File: config.mk
export PLATFORM = sky130hd
export DESIGN_NAME = fetch_unit_flat
export DESIGN_NICKNAME = d
export VERILOG_FILES = /design/src/rtl/imem_if.sv /design/src/rtl/fetch_unit.sv /design/src/flat_wrapper.sv
export SDC_FILE = /design/constraint.sdc
export NUM_CORES = 1
export LEC_CHECK = 0
export ABC_AREA = 1
export ABC_CLOCK_PERIOD_IN_PS = 19720
export CAP_MARGIN = 40
export CORE_ASPECT_RATIO = 0.5
export CORE_MARGIN = 5
export CORE_UTILIZATION = 58
export DETAILED_ROUTE_END_ITERATION = 8
export PLACE_DENSITY = 0.84
export SLEW_MARGIN = 20
export SYNTH_ARGS = -nofsm -noshare
export SYNTH_HDL_FRONTEND = slang
export SYNTH_SLANG_ARGS = --single-unit
File: constraint.sdc
create_clock -name clk -period 19.72 [get_ports clk]
set_input_delay 3.944 -clock clk [delete_from_list [all_inputs] [get_ports clk]]
set_output_delay 3.944 -clock clk [all_outputs]
set_load 0.005 [all_outputs]
File: src/rtl/imem_if.sv
// imem_if: request/response bus between the fetch unit and a 1-cycle-latency synchronous instruction memory
interface imem_if;
  logic        imem_req;
  logic [31:0] imem_addr;
  logic [31:0] imem_rdata;
  modport master (output imem_req, output imem_addr, input imem_rdata);
  modport slave  (input imem_req, input imem_addr, output imem_rdata);
endinterface

File: src/rtl/fetch_unit.sv
// fetch_unit: PC generation plus a prefetch queue that feeds decode and survives freezes and branch flushes
module fetch_unit #(
  parameter logic [31:0] PC_RESET = 32'h0000_0000,
  parameter int          DEPTH    = 2
) (
  input  logic        clk,
  input  logic        rst,
  input  logic        freeze,
  input  logic        branch_taken,
  input  logic [31:0] branch_addr,
  imem_if.master      imem,
  output logic [31:0] Ins,
  output logic [31:0] PC,
  output logic        Ins_valid
);
  localparam int AW = $clog2(DEPTH);
  localparam int CW = AW + 1;
  logic [31:0]   fetch_pc_q, fetch_pc_d, last_addr_q, last_addr_d;
  logic          inflight_q, inflight_d;
  logic [AW-1:0] rd_ptr_q, rd_ptr_d, wr_ptr_q, wr_ptr_d;
  logic [CW-1:0] count_q, count_d;
  logic [31:0]   ins_q [DEPTH];
  logic [31:0]   pc4_q [DEPTH];
  logic          pop, push, issue;
  logic [CW:0]   occ;
  // occ counts queued words plus the one in flight, so a request is only issued when its word has a slot
  always_comb begin
    Ins_valid      = rst & (count_q != '0);
    Ins            = Ins_valid ? ins_q[rd_ptr_q] : '0;
    PC             = Ins_valid ? pc4_q[rd_ptr_q] : '0;
    pop            = Ins_valid & ~freeze & ~branch_taken;
    push           = inflight_q & ~branch_taken;
    occ            = {1'b0, count_q} + (CW+1)'(inflight_q) - (CW+1)'(pop);
    issue          = rst & ~branch_taken & (occ < (CW+1)'(DEPTH));
    imem.imem_req  = issue;
    imem.imem_addr = rst ? fetch_pc_q : PC_RESET;
    fetch_pc_d     = branch_taken ? branch_addr : issue ? fetch_pc_q + 32'd4 : fetch_pc_q;
    last_addr_d    = issue ? fetch_pc_q : last_addr_q;
    inflight_d     = issue;
    rd_ptr_d       = branch_taken ? '0 : rd_ptr_q + AW'(pop);
    wr_ptr_d       = branch_taken ? '0 : wr_ptr_q + AW'(push);
    count_d        = branch_taken ? '0 : count_q + CW'(push) - CW'(pop);
  end
  always_ff @(posedge clk) begin
    if (!rst) begin
      fetch_pc_q  <= PC_RESET;
      last_addr_q <= PC_RESET;
      inflight_q  <= 1'b0;
      rd_ptr_q    <= '0;
      wr_ptr_q    <= '0;
      count_q     <= '0;
    end else begin
      fetch_pc_q  <= fetch_pc_d;
      last_addr_q <= last_addr_d;
      inflight_q  <= inflight_d;
      rd_ptr_q    <= rd_ptr_d;
      wr_ptr_q    <= wr_ptr_d;
      count_q     <= count_d;
    end
  end
  always_ff @(posedge clk) begin
    if (rst && push) begin
      ins_q[wr_ptr_q] <= imem.imem_rdata;
      pc4_q[wr_ptr_q] <= last_addr_q + 32'd4;
    end
  end
endmodule

File: src/flat_wrapper.sv
// flat-port wrapper written by rule: the top's interface ports become plain ports
module fetch_unit_flat 
#(
  parameter logic [31:0] PC_RESET = 32'h0000_0000,
  parameter int          DEPTH    = 2
)
  (clk, rst, freeze, branch_taken, branch_addr, Ins, PC, Ins_valid, imem_imem_req, imem_imem_addr, imem_imem_rdata);
  imem_if imem_i ();
  input  logic clk;
  input  logic rst;
  input  logic freeze;
  input  logic branch_taken;
  input  logic [31:0] branch_addr;
  output logic [31:0] Ins;
  output logic [31:0] PC;
  output logic Ins_valid;
  output wire logic [$bits(imem_i.imem_req)-1:0] imem_imem_req;
  output wire logic [$bits(imem_i.imem_addr)-1:0] imem_imem_addr;
  input wire logic [$bits(imem_i.imem_rdata)-1:0] imem_imem_rdata;
  assign imem_imem_req = imem_i.imem_req;
  assign imem_imem_addr = imem_i.imem_addr;
  assign imem_i.imem_rdata = imem_imem_rdata;
  fetch_unit #(.PC_RESET(PC_RESET), .DEPTH(DEPTH)) u_core (.clk(clk), .rst(rst), .freeze(freeze), .branch_taken(branch_taken), .branch_addr(branch_addr), .imem(imem_i), .Ins(Ins), .PC(PC), .Ins_valid(Ins_valid));
endmodule
==> metrics.md <==
| Metric | Value |
|---|---|
| Status | `completed` |
| Die width | `roughly 190 um` |
| Largest net degree at the start of global routing | `69` |
| Slowest stage cell, crit path | `inv_2` |
| Clock skew | `around 0.014 ns` |
| Postcts setup bufs | `0` |
| Area Growth Syn to Fin | `24.6%` |
| Top sig layer | `met4` |
| Worst R2R Start | `u_core.count_q[1]` |
| Port bufs | `roughly 170` |
| Synth warnings | `0` |
| Hold path start | `u_core.inflight_q` |
| Per-cell routed wire length | `14.8 um` |
| Slew HR | `between 50% and 60%` |
| Initial antenna violation count | `0` |
| Critical path required time | `15.78 ns` |
| Syn_nets | `~1,300` |
| Cell count after synthesis | `1,218` |
| Register area | `between 5000 and 6000 sq um` |
| Fmax | `84.3 MHz` |
| Routed WL | `23,700 um` |
| CTS HTree Levels | `4` |
| Via count | `8,090` |
| Post-synth ARST share | `0%` |
| Core Box Area | `16,500 sq um` |
| CP Capture Type | `primary output` |
| Post-CTS resize count | `0` |
| Fillers | `1,205` |
| Clock transition at path regs | `0.08 ns` |
| Flop and latch count out of synthesis | `197` |
| Antenna-violating nets left | `0` |
| Synth cell types | `43` |
| Clock sink total | `197` |
| GRT Util Overall | `24.0%` |
| Ports | `166` |
| FF-to-FF End | `u_core.fetch_pc_q[5]` |
| Pre-antenna DRT Iters | `6` |
| Ys flop type | `edfxtp_1` |
| CP Max Fanout | `59` |
| Cell taking the most area after synthesis | `edfxtp_1` |
| Setup TNS Final | `0 ns` |
| First-pass GRT wire length | `about 38,000 um` |
| Max Cap Viol | `0` |
| Seq/Total Area, Yosys | `53.4%` |
| Initial drt markers | `~660` |
| Setup Crit Path Kind | `input pin to primary output` |
| Pwr/cell area | `72.5 nW/um^2` |
| Synth area leaders | `edfxtp_1, nand2_1, dfxtp_1` |
| CTS max path bufs | `2` |
| Final core occ | `74.0%` |
| CP cell instances | `clkdlybuf4s50_1 -> buf_4 -> inv_4 -> nand2_4 -> nor2_1 -> ha_1 -> or2_2 -> fa_1 -> inv_1 -> nor2_4 -> nand2_4 -> inv_2 -> clkdlybuf4s50_1` |
| Critical path's largest stage delay | `around 0.66 ns` |
| RSZ-0062 raised after global routing | `false` |
| Hold_buf cts | `0` |
| Worst Hold Class | `flip-flop to flip-flop` |
| Vias in the first global route | `7,654` |
| Startpoint types | `input pin` |
| Die area | `19,700 sq um` |
| Slew Limit Fails | `0` |
| Number of flops mapped to enable cells by yosys | `128` |
| Final WS setup | `between 7 and 8 ns` |
| CTS tree | `done` |
| Layout cells sized above 1 | `5.76%` |
| Min Tclk post-route | `11.86 ns` |
| DP Worst Slack | `7.90 ns` |
| Hold path endpoint | `u_core.wr_ptr_q` |
| Met2 routed WL | `10,800 um` |
| Initial core utilization | `59.4%` |
| Endpoints failing setup | `0` |
| Internal reg-to-reg setup slack | `16.20 ns` |
| Worst Path Arrival | `7.92 ns` |
| Wire length on met3 | `1340 um` |
| Num CTS Buffers | `17` |
| # DRC | `0` |
| Post-DP HPWL | `approximately 16,000 um` |
| Worst-Skew Late Latency | `~0.43 ns` |
| WHS | `approximately 0.5 ns` |
| DRT met1 WL | `11,200 um` |
| Die Y-Extent | `slightly above 100 um` |
| Hold Vio Cnt, Final | `0` |
| Cell area after synthesis | `9790 sq um` |
| Top cell type's share of synthesized area | `39.3%` |
| Total gr overflow | `0` |
| Ant diodes | `0` |
| Cell row count | `33` |
| Worst Max-Slew Pin Slew | `0.719 ns` |
| Period utilization | `60.2%` |
| Gpl congestion | `approximately 0.94` |
| Vias per inst | `about 5.1` |
| VDD IR-drop max | `approximately 0.000063 V` |
| Multi-input combinational cell area | `3610 sq um` |
| Clock root cell | `clkbuf_16` |
| Mapped Avg Cell Area | `8.04 sq um` |
| Reg2reg path depth | `13` |
| WHS Path Cells | `2` |
| Fin nets | `1,432` |
| Leak | `5.43 nW` |
## routing by layer
| metal | vias to the layer above | track usage, % |
|---|---|---|
| li1 | 4095 | - |
| met1 | 3695 | 35.1 |
| met2 | 276 | 38.3 |
| met3 | 24 | 3.99 |
| met4 | 0 | 5.71 |
| met5 | - | 0 |
## cells in the mapped netlist, types with 8 or more instances
library cell and number:
dfxtp_1 69, clkbuf_1 23, nor2_2 8, o21ai_0 46
xor2_1 32, nand3_1 46, nor3_1 14, nand2_1 442
a211oi_1 9, edfxtp_1 128, nand4_1 11, buf_2 16
a21oi_1 35, inv_1 189, nor2_1 80
## metrics by stage
stage               power (mW)  instances  instance area [sq um]
detailed placement       0.545       1564                  11500
floorplan                0.509       1218                   9790
global placement         0.542       1564                  11500
finish                   0.884       1598                  12200
global route             0.917       1598                  12200
CTS                      0.887       1596                  12100
## where the power goes
part / switching [mW] / internal [mW] / total (mW)
logic: 0.0386 / 0.0327 / 0.0713
clock network: 0.175 / 0.173 / 0.347
registers: 0.0138 / 0.451 / 0.465
total: 0.227 / 0.657 / 0.884
## worst max-delay path by stage
stage                     cells past startpoint                  to         start  slack, ns
after CTS                                    13       imem_imem_req  branch_taken       7.89
after detailed placement                     13       imem_imem_req  branch_taken       7.90
after global routing                         13       imem_imem_req  branch_taken       7.63
after floorplan                               3  u_core.ins_q[0][0]  branch_taken       8.67
after global placement                       13       imem_imem_req  branch_taken       7.99
final                                        13       imem_imem_req  branch_taken       7.86
## critical path, delay by kind of cell
| kind | cells | cell delay [ns] |
|---|---|---|
| buffers and inverters | 6 | 2.23 |
| AND/OR/NAND/NOR | 5 | 0.95 |
| adder cells (fa/ha/maj) | 2 | 0.76 |
## cell usage in the layout, fill, tap and decap left out, types with 2 or more instances in the layout
master,instances
nand2_1,442
inv_1,187
clkdlybuf4s50_1,164
edfxtp_1,128
nor2_1,79
dfxtp_1,68
nand3_1,46
o21ai_0,46
a21oi_1,34
xor2_1,32
clkbuf_16,17
nor3_1,14
nand4_1,11
a211oi_1,9
nor2_2,8
nand2_2,7
nor2_4,6
buf_4,6
ha_1,5
inv_6,5
inv_8,5
inv_2,4
a31oi_1,4
nor4_1,3
xnor2_1,3
clkinv_8,3
inv_4,2
nand2_4,2
nand3_2,2
and3_1,2
nor3_2,2
o21bai_1,2
or2_2,2
o21ai_1,2
a22oi_1,2
o22ai_1,2
buf_16,2
## flip-flops by register name (all words and copies together) (netlist names)
register,flops
u_core.wr_ptr_q,1
u_core.ins_q,64
u_core.last_addr_q,32
u_core.fetch_pc_q,32
u_core.rd_ptr_q,1
u_core.pc4_q,64
u_core.inflight_q,1
u_core.count_q,2
## cell type report
type / instances / area share [%]
Clock inverter: 15 / 1.39
Tap cell: 227 / 2.33
Clock buffer: 17 / 3.49
Sequential cell: 197 / 42.9
Timing Repair Buffer: 173 / 14.3
Multi-Input combinational cell: 776 / 29.6
Inverter: 193 / 5.98
## kinds of logic (layout without fill, tap and decap cells)
logic type	Yosys count	after routing	synth area share (%)
XOR/XNOR	35	35	3.13
buffers and inverters	245	398	9.97
AO/OA/AOI/OAI	104	104	5.78
flip-flops	197	197	53.4
adder cells (fa/ha/maj)	6	6	0.844
AND/OR/NAND/NOR	631	631	26.9
(Power assumes the default switching activity.)
